--- config.mk ---
export PLATFORM = sky130hd
export DESIGN_NAME = serial_subtractor
export DESIGN_NICKNAME = d
export VERILOG_FILES = /design/src/rtl/serial_sub_pkg.sv /design/src/rtl/serial_subtractor_fs_digit.sv /design/src/rtl/serial_subtractor.sv
export SDC_FILE = /design/constraint.sdc
export NUM_CORES = 1
export LEC_CHECK = 0
export ABC_AREA = 0
export BUFFER_PORTS_ARGS = -buffer_cell sky130_fd_sc_hd__buf_4
export CORE_ASPECT_RATIO = 0.8
export CORE_MARGIN = 2
export CORE_UTILIZATION = 32
export CTS_BUF_LIST = sky130_fd_sc_hd__clkbuf_4
export DETAILED_ROUTE_END_ITERATION = 8
export PLACE_DENSITY_LB_ADDON = 0.15
export SYNTH_ARGS = -nofsm -noshare
export SYNTH_HDL_FRONTEND = slang
export SYNTH_SLANG_ARGS = --single-unit
--- constraint.sdc ---
create_clock -name clk -period 2.1 [get_ports clk]
set_input_delay 0.42 -clock clk [delete_from_list [all_inputs] [get_ports clk]]
set_output_delay 0.42 -clock clk [all_outputs]
set_load 0.1 [all_outputs]
--- src/rtl/serial_sub_pkg.sv ---
// serial_sub_pkg: shared state encoding and helpers for serial_subtractor
package serial_sub_pkg;
   typedef enum logic [1:0] {ST_IDLE = 2'd0, ST_BUSY = 2'd1, ST_DONE = 2'd2} state_t;
   function automatic int clog2(input int n);
      int r = 0;
      while ((1 << r) < n) r++;
      return r;
   endfunction
endpackage

--- src/rtl/serial_subtractor_fs_digit.sv ---
// fs_digit: ripple chain of DIGIT_W full-subtractor cells
module fs_digit #(parameter int DIGIT_W = 1) (
   input  logic [DIGIT_W-1:0] x,
   input  logic [DIGIT_W-1:0] y,
   input  logic               bi,
   output logic [DIGIT_W-1:0] d,
   output logic               bo
);
   logic [DIGIT_W:0] c;
   assign c[0] = bi;
   for (genvar i = 0; i < DIGIT_W; i++) begin : g_cell
      assign d[i]   = x[i] ^ y[i] ^ c[i];
      assign c[i+1] = (~x[i] & y[i]) | (~(x[i] ^ y[i]) & c[i]);
   end
   assign bo = c[DIGIT_W];
endmodule

--- src/rtl/serial_subtractor.sv ---
// serial_subtractor: digit-serial a - b - bin, LSB digit first, with start/busy/done handshake
module serial_subtractor
   import serial_sub_pkg::*;
#(
   parameter int WIDTH   = 8,
   parameter int DIGIT_W = 1
) (
   input  logic             clk,
   input  logic             rst_n,
   input  logic             start,
   input  logic [WIDTH-1:0] a,
   input  logic [WIDTH-1:0] b,
   input  logic             bin,
   output logic             busy,
   output logic             done,
   output logic [WIDTH-1:0] diff,
   output logic             bout,
   output logic             ovf
);
   localparam int NDIG = WIDTH / DIGIT_W;
   localparam int CW = clog2(NDIG) < 1 ? 1 : clog2(NDIG);
   localparam logic [CW-1:0] LAST = CW'(NDIG - 1);
   if (WIDTH < 2 || DIGIT_W < 1 || WIDTH % DIGIT_W != 0) begin : g_bad_params
      $error("serial_subtractor: DIGIT_W must divide WIDTH and WIDTH must be >= 2");
   end
   state_t state, nxt;
   logic [CW-1:0] cnt;
   logic [WIDTH-1:0] sa, sb;
   logic br, am, bm, acc, bo;
   logic [DIGIT_W-1:0] d;
   fs_digit #(.DIGIT_W(DIGIT_W)) u_fs (
      .x(sa[DIGIT_W-1:0]), .y(sb[DIGIT_W-1:0]), .bi(br), .d(d), .bo(bo)
   );
   assign acc  = start && (state == ST_IDLE || state == ST_DONE);
   assign busy = state == ST_BUSY;
   assign done = state == ST_DONE;
   always_comb begin
      nxt = state == ST_BUSY ? (cnt == LAST ? ST_DONE : ST_BUSY) : acc ? ST_BUSY : ST_IDLE;
   end
   always_ff @(posedge clk or negedge rst_n) begin
      if (!rst_n) state <= ST_IDLE;
      else state <= nxt;
   end
   // operand MSBs are kept apart because the shift registers lose them during BUSY
   always_ff @(posedge clk or negedge rst_n) begin
      if (!rst_n) begin
         sa <= '0;
         sb <= '0;
         br <= 1'b0;
         cnt <= '0;
         am <= 1'b0;
         bm <= 1'b0;
         diff <= '0;
         bout <= 1'b0;
         ovf <= 1'b0;
      end else if (acc) begin
         sa <= a;
         sb <= b;
         br <= bin;
         cnt <= '0;
         am <= a[WIDTH-1];
         bm <= b[WIDTH-1];
      end else if (state == ST_BUSY) begin
         sa <= sa >> DIGIT_W;
         sb <= sb >> DIGIT_W;
         br <= bo;
         cnt <= cnt + 1'b1;
         diff <= WIDTH'({d, diff} >> DIGIT_W);
         if (cnt == LAST) begin
            bout <= bo;
            ovf <= (am != bm) && (d[DIGIT_W-1] != am);
         end
      end
   end
endmodule
# After elaboration in Yosys (flattened, before gate mapping)

Index checks and enable logic that the tools add are counted.

Flip-flop bits (word level): 34
Logic and storage cells: 42
Input bits: 20

Equality and inequality tests: 5
Bitwise logic cells: 8
Reduce and logical (&&, ||, !) cells: 7
Add/sub/neg operators: 1
Muxes and demuxes: 11

Operators with widths:

| operator                                                              | count |
|---|---|
| 8-bit two-way mux                                                     | 4 |
| 3-bit two-way mux                                                     | 2 |
| 2-bit two-way mux                                                     | 2 |
| 3-bit by 1-bit adder with 3-bit output, second input constant         | 1 |
| 3-bit equality test, second input constant                            | 1 |
| 1-bit two-way mux                                                     | 3 |
| 1-bit inverter                                                        | 3 |
| 3-bit AND reduction                                                   | 1 |
| 1-bit bitwise AND                                                     | 2 |
| 2-bit by 1-bit equality test with 1-bit output, second input constant | 1 |
| 2-bit equality test, second input constant                            | 1 |
| 1-bit logical AND                                                     | 2 |
| 2-bit logical NOT                                                     | 1 |
| 1-bit inequality test                                                 | 2 |
| 2-bit AND reduction                                                   | 1 |
| 2-bit nonzero test                                                    | 1 |
| 1-bit bitwise XOR                                                     | 2 |
| 1-bit logical OR                                                      | 1 |
| 1-bit OR                                                              | 1 |

# Depth between registers and ports, before layout

Gate-level depths: netlist of the first run.

Depth after elaboration: 6
Depth in mapped cells: 6
Mapped depth without buffers: 5

# Modules after synthesis

A second synthesis of the first run with hierarchy kept.

Cells, all modules: 156
Area, all modules: 1488.9 um^2

By module, submodules not included:

| module            | cells each | area an instance (um^2) | times used |
|---|---|---|---|
| serial_subtractor | 152        | 1457.6                  | 1 |
| fs_digit          | 4          | 31.3                    | 1 |

# Least setup slack after synthesis of the first run

No wires, ideal clock.

Path type: flip-flop to output port
Start point: register state[0]
End point: output port done
Data arrival time: 1.165 ns
Stages on the path, launching flop included: 2
Path buffers: 0
Slack: 0.515 ns
Cells stage by stage: dfrtp_1 and2b_1

Word-level cells in the longest chain between the ends: 1

Ends and longest elaborated chain:

| what                   | RTL line                | text |
|---|---|---|
| start, declared        | serial_subtractor.sv:26 | `state_t state, nxt;` |
| start signal, assigned | serial_subtractor.sv:42 | `else state <= nxt;` |
| 2-bit equality test    | serial_subtractor.sv:36 | `assign done = state == ST_DONE;` |
| end, declared          | serial_subtractor.sv:15 | `output logic done,` |

No other way between the ends.

# Worst setup path in the final report of the first run

Start point: register state[1]
End point: output port busy

Word-level cells in the longest chain between the ends: 1

Ends and longest elaborated chain:

| what                                           | RTL line                | text |
|---|---|---|
| 2-bit by 1-bit equality test with 1-bit output | serial_subtractor.sv:35 | `assign busy = state == ST_BUSY;` |
| end, declared                                  | serial_subtractor.sv:14 | `output logic busy,` |

No other way between the ends.

==> results of run 1 <==
==> registers in the layout, summed over array words and instances, names as in the netlist <==
register,cells
diff,8
sa,8
sb,8
cnt,3
state,2
am,1
bm,1
bout,1
br,1
ovf,1
==> final timing paths <==
kind,startpoint,to,slack [ns],cells past startpoint
hold reg to reg,diff[0],diff[0],0.49,2
hold / removal,rst_n,sa[6],0.01,1
setup reg to reg,state[0],br,0.60,4
setup / recovery,state[1],busy,0.16,3
min in group clk,a[2],sa[2],0.28,3
max in group asynchronous,rst_n,diff[4],1.78,1
==> cells by family after synthesis <==
family | count (synthesis) | share of synthesized area
AO/OA/AOI/OAI | 24 | 0.1426
buffers and inverters | 13 | 0.06462
AND/OR/NAND/NOR | 82 | 0.2285
adder cells (fa/ha/maj) | 3 | 0.02837
flip-flops | 34 | 0.5359
==> critical path, stage by stage, from the launching register on <==
cell	delay [ns]
dfrtp_1	0.39
nand2b_1	0.27
inv_12	0.20
buf_4	0.32
==> layout by cell type, fill, tap and decap left out, types with 2 or more instances in the layout <==
master    Yosys  routed
a22o_1        4       4
a22oi_2       2       2
a31oi_1       3       3
a31oi_2       9       9
buf_4         1      34
clkbuf_4      0       5
clkinv_2      0       2
dfrtp_1      34      34
ha_1          2       2
inv_1         3       3
nand2_1      49      49
nand2_2       9       9
nand2b_1      2       2
nand3_1       3       3
nor2_1       13      13
nor2b_1       2       2
o21ai_0       2       2
o21ai_1       2       2
==> area by class of cell <==
class	count	area, sq um
multi-input combinational	109	634.4
sequential	34	850.8
clock buffer	5	37.54
tap	60	75.07
timing repair buffer	34	255.2
clock inverter	3	40.04
inverter	4	27.53
fill	490	2759
==> metrics by stage <==
step	util	hold WS, ns
after detailed placement	0.3939	0.3965
after global placement	0.3939	0.3852
final	0.4104	0.01337
after CTS	0.4104	0.01925
after global routing	0.4104	0.02520
after floorplan	-	0.1244
==> per-layer routing <==
layer / global-route usage / share of wire
met5: 0 / 0
met4: 0.04918 / 0.0094
met3: 0.04065 / 0.047
met2: 0.2067 / 0.47
met1: 0.1703 / 0.47
==> reports/metrics.yaml, run 1 <==
synth-edff-count: 0
yosysTopAreaCellShare: 0.5359
drv_slew: 0
synthesis.area_sq_um: 1588
antenna_cells: 0
fp.dieH_um: 67.01
cts-root-buf: "clkbuf_4"
hold_path_class: "in -> async"
cts_resized: 0
place_ws_ns: 0.5188
post_cts_buffers: 0
ys.flop_type: "dfrtp_1"
rows: 22
io_pins: 32
drive_above_1_share: 0.3386
tightest_slew_ns: 0.4327
cts_buffer_depth: 2
path_max_fanout: 26
fin_skew_ns: 0.007861
arrival_ns: 1.52
wl_mm: 3.196
globalplace.congestion: 0.7334
synth_top_cell_by_area: "dfrtp_1"
clock_sinks: 34
async_flop_share: 1.000
cts_buffers: 5
max_clock_freq_mhz: 516.1
dp_hpwl_mm: 2.126
wl_per_cell_um: 12.84
timing.setup.tns_ns: 0
yosysWarnings: 0
start_util: 0.3393
critPathKind: "reg -> out"
synth.most_common_cell: "nand2_1"
post-place-cells: 241
syn_nets: 179
finalSetupViolations: 0
grt_pass1_vias: 1133
fin_ws_ns: 0.1624
dieArea_sq_um: 5545
hold_viol_final: 0
synthDistinctLibCells: 27
grt_max_degree: 35
fin_crit_sh: 0.9227
clkTransAtPathRegs_ns: 0.11
syn_inst: 156
vias_per_cell: 4.614
synth_seq_cells: 34
synthTopCellsByArea: "dfrtp_1, nand2_1, a31oi_2"
coreArea_sq_um: 4679
yosysSeqAreaShare: 0.5359
overflow: 0
rsz0062_at_grt: "no"
outcome: "finished clean"
clk_latency_ns: 0.34
post-route-cell-area_sq_um: 1921
cts.hold.buffers_added: 0
cts_tree: "yes"
firstDrtPassIters: 3
synth_common_cells: "nand2_1, dfrtp_1, nor2_1, a31oi_2, nand2_2"
dpl-instance-area_sq_um: 1843
antenna_found_initial: 0
cp-start-kind: "flip-flop"
post-route-drc-count: 0
area_delta_synth_final_pct: 20.96
fin_cells: 249
drtIter0Drc: 42
ant_nets: 0
nNetsFinal: 211
vias: 1149
synth_area_per_cell_sq_um: 10.18
cp.required_ns: 1.68
finalCriticalPeriod_ns: 1.938
grt_pass1_wl_mm: 5.340
endpoint_kind: "output pin"
maxSlewHeadroom: 0.7115
io_buffers: 31
cts_max_level: 2
cap_violations: 0
die_w_um: 82.76
gr-usage-all-layers: 0.1319
Power of run 1 is left out: the tool's default activity adds up to more than one toggle a clock period on the data nets, which glitch-free logic cannot reach.
==> run 2: changes to the inputs <==
--- a/config.mk
+++ b/config.mk
@@ -8,7 +8,6 @@
 export ABC_AREA = 0
 export BUFFER_PORTS_ARGS = -buffer_cell sky130_fd_sc_hd__buf_4
 export CORE_ASPECT_RATIO = 0.8
-export CORE_MARGIN = 2
 export CORE_UTILIZATION = 32
 export CTS_BUF_LIST = sky130_fd_sc_hd__clkbuf_4
 export DETAILED_ROUTE_END_ITERATION = 8
==> run 2 against run 1 <==
Against the previous run:
- routed wire length fell by 3.5%
- worst setup slack improved by 0.0050 ns
- register-to-register slack better by 0.04 ns
- utilization down 0.51 points
- final cell count did not move
- hold slack gained 0.013 ns
- critical endpoint unchanged
- highest routed layer unchanged
==> reports/metrics.yaml, run 2 (synthesis gave the netlist of run 1 again) <==
cts_max_level: 2
firstDrtPassIters: 4
fin_skew_ns: 0.008206
cap_violations: 0
die_w_um: 80.76
cts_buffers: 5
hold_viol_final: 0
fin_util: 0.4053
clock_sinks: 34
wl_mm: 3.083
antenna_cells: 0
timing.setup.tns_ns: 0
ant_nets: 0
rows: 22
outcome: "finished clean"
cts.hold.buffers_added: 0
arrival_ns: 1.51
grt_pass1_wl_mm: 5.395
cts_buffer_depth: 2
fin_crit_sh: 0.9203
cts_resized: 0
overflow: 0
cts-root-buf: "clkbuf_4"
hold_path_class: "in -> async"
cp_top_family: "buffers and inverters"
crit_path_top_delay_cell: "dfrtp_1"
antenna_found_initial: 0
coreArea_sq_um: 4679
cp.required_ns: 1.68
slowest_delay_ns: 0.40
max_clock_freq_mhz: 517.4
tightest_slew_ns: 0.4441
grt_max_degree: 35
drive_above_1_share: 0.3333
num-fill-cells: 479
maxSlewHeadroom: 0.7039
drtIter0Drc: 42
wl_per_cell_um: 12.38
io_pins: 32
dieArea_sq_um: 5249
clk_latency_ns: 0.33
dpl-instance-area_sq_um: 1843
top_regs: "diff x8, sa x8, sb x8"
clkTransAtPathRegs_ns: 0.10
drv_slew: 0
fp.dieH_um: 65.01
final_common_cell: "nand2_1"
final_cell_mix: "nand2_1, dfrtp_1, buf_4, nor2_1"
crit_chain: "nand2b_1 > inv_12 > buf_4"
post_cts_buffers: 0
rsz0062_at_grt: "no"
finalSetupViolations: 0
gr-usage-all-layers: 0.1391
grt_pass1_vias: 1134
dp_hpwl_mm: 2.009
globalplace.congestion: 0.7194
reg2reg_slack_ns: 0.64
post-route-cell-area_sq_um: 1897
io_buffers: 31
finalCriticalPeriod_ns: 1.933
start_util: 0.3393
endpoint_kind: "output pin"
critPathKind: "reg -> out"
post-route-drc-count: 0
area_delta_synth_final_pct: 19.46
cp-start-kind: "flip-flop"
cts_tree: "yes"
crit_buf_inv: 2
path_max_fanout: 26
vias: 1157
nNetsFinal: 211
vias_per_cell: 4.647
## run 2: path summary, 6_finish.rpt
| check | start | to | depth (start not counted) |
|---|---|---|---|
| min in group clk | a[2] | sa[2] | 3 |
| max reg2reg | state[0] | br | 4 |
| min reg2reg | diff[0] | diff[0] | 2 |
| min | rst_n | ovf | 1 |
| max | state[1] | busy | 3 |
| max in group asynchronous | rst_n | sb[3] | 1 |
## run 2: stage by stage
| stage | hold slack (ns) | instances | setup slack [ns] |
|---|---|---|---|
| floorplan | 0.1244 | 156 | 0.5149 |
| global placement | 0.3869 | 241 | 0.5350 |
| detailed placement | 0.3970 | 241 | 0.5148 |
| CTS | 0.02732 | 249 | 0.1324 |
| global route | 0.02654 | 249 | 0.07234 |
| finish | 0.02593 | 249 | 0.1674 |
## run 2: area by class of cell
| class | count | area (sq um) | share of cell area |
|---|---|---|---|
| Tap cell | 60 | 75.07 | 0.03958 |
| Multi-Input combinational cell | 109 | 634.4 | 0.3344 |
| Timing Repair Buffer | 34 | 255.2 | 0.1346 |
| Clock inverter | 2 | 8.758 | 0.004617 |
| Sequential cell | 34 | 850.8 | 0.4485 |
| Clock buffer | 6 | 45.04 | 0.02375 |
| Inverter | 4 | 27.53 | 0.01451 |
## run 2: per-layer routing
metal / vias to the layer above / global-route usage / part of all wire
met5: - / 0 / 0
met4: 0 / 0.05357 / 0.0097
met3: 5 / 0.04225 / 0.044
met2: 24 / 0.2087 / 0.46
met1: 552 / 0.1867 / 0.49
li1: 576 / - / -
Power of run 2 is left out for the same reason.
==> run 3: changes to the inputs <==
==> constraint.sdc (replaced) <==
create_clock -name clk -period 2.05 [get_ports clk]
set_input_delay 0.41 -clock clk [delete_from_list [all_inputs] [get_ports clk]]
set_output_delay 0.41 -clock clk [all_outputs]
set_load 0.1 [all_outputs]
==> run 3 against run 2 <==
Against the previous run:
- utilization grew 0.13 points
- non-clock buffer count grew 1
- count of clock-buffer cells in the layout grew 1
- global-route usage grew 0.17 points
- final cell count is the same
- via count grew 1.7%
- hold slack lost 0.018 ns
- die area is the same
- critical endpoint unchanged
==> reports/metrics.yaml, run 3 (synthesis gave the netlist of run 1 again) <==
rsz0062_at_grt: "no"
slowest_delay_ns: 0.40
tightest_slew_ns: 0.4344
globalplace.congestion: 0.7789
wl_mm: 3.233
clk_latency_ns: 0.33
wl_per_cell_um: 12.98
cts_max_level: 2
io_buffers: 31
cap_violations: 0
overflow: 0
io_pins: 32
grt_max_degree: 35
coreArea_sq_um: 4679
fin_crit_sh: 0.9164
start_util: 0.3393
finalSetupViolations: 0
cts_tree: "yes"
cp.required_ns: 1.64
clkTransAtPathRegs_ns: 0.10
dieArea_sq_um: 5249
drv_slew: 0
final_cell_mix: "nand2_1, buf_4, dfrtp_1, nor2_1"
cts_buffer_depth: 2
rows: 22
gr-usage-all-layers: 0.1408
post-route-drc-count: 0
timing.setup.tns_ns: 0
cp-start-kind: "flip-flop"
dp_hpwl_mm: 2.137
path_max_fanout: 15
clock_sinks: 34
grt_pass1_wl_mm: 5.423
cts_resized: 0
antenna_cells: 0
area_delta_synth_final_pct: 19.86
fp.dieH_um: 65.01
r2r_start: "state[0]"
cts.hold.buffers_added: 0
vias_per_cell: 4.727
drive_above_1_share: 0.3386
arrival_ns: 1.47
fin_skew_ns: 0.007183
drtIter0Drc: 62
ant_nets: 0
num-fill-cells: 472
crit_chain: "nand2b_1 > inv_12 > buf_4"
hold_path_class: "in -> async"
firstDrtPassIters: 4
vias: 1177
cts-root-buf: "clkbuf_4"
final_common_cell: "nand2_1"
nNetsFinal: 212
endpoint_kind: "output pin"
outcome: "finished clean"
finalCriticalPeriod_ns: 1.879
critPathKind: "reg -> out"
cts_buffers: 5
top_regs: "diff x8, sa x8, sb x8"
crit_path_start: "state[1]"
crit_path_top_delay_cell: "dfrtp_1"
antenna_found_initial: 0
die_w_um: 80.76
grt_pass1_vias: 1162
hold_viol_final: 0
post_cts_buffers: 0
max_clock_freq_mhz: 532.3
maxSlewHeadroom: 0.7104
-- run 3: cell count changes in the layout (fill, tap and decap cells not counted), sizes merged --
cell    delta
buf        +1
clkbuf     +1
clkinv     -2
-- run 3: through the flow --
step / hold slack [ns] / setup slack [ns] / utilization / std cells / area (sq um)
detailed placement: 0.3842 / 0.5282 / 0.3955 / 242 / 1851
floorplan: 0.1144 / 0.4749 / - / 156 / 1588
finish: 0.007512 / 0.1713 / 0.4067 / 249 / 1903
CTS: 0.01066 / 0.1392 / 0.4067 / 249 / 1903
global route: 0.01490 / 0.07649 / 0.4067 / 249 / 1903
global placement: 0.3768 / 0.5562 / 0.3955 / 242 / 1851
-- run 3: layout make-up --
type	instances	area (sq um)	share of cell area
repair buffers	35	262.8	0.1381
multi-input cells	109	634.4	0.3333
clock buffers	7	52.55	0.02761
inverters	4	27.53	0.01446
well taps	60	75.07	0.03945
flip-flops and latches	34	850.8	0.4471
-- run 3: final timing paths --
check | depth (start not counted) | end | slack, ns
max | 3 | busy | 0.17
min in group clk | 3 | bm | 0.29
max reg2reg | 4 | br | 0.54
min | 1 | diff[6] | 0.008
max in group asynchronous | 1 | diff[2] | 1.72
min reg2reg | 2 | diff[0] | 0.48
-- run 3: metal layers --
metal | global-route usage | wire length (um) | vias up
li1 | - | - | 574
met1 | 0.1804 | 1452 | 562
met2 | 0.2129 | 1513 | 32
met3 | 0.03944 | 177 | 9
met4 | 0.07813 | 89 | 0
met5 | 0 | 0 | -
-- run 3: worst max-delay path: cells and delay by family (launching register included) --
family / cells / cell delay [ns]
buffers and inverters: 2 / 0.46
DFF: 1 / 0.40
and+or+nand+nor: 1 / 0.28
Power of run 3 is left out for the same reason.
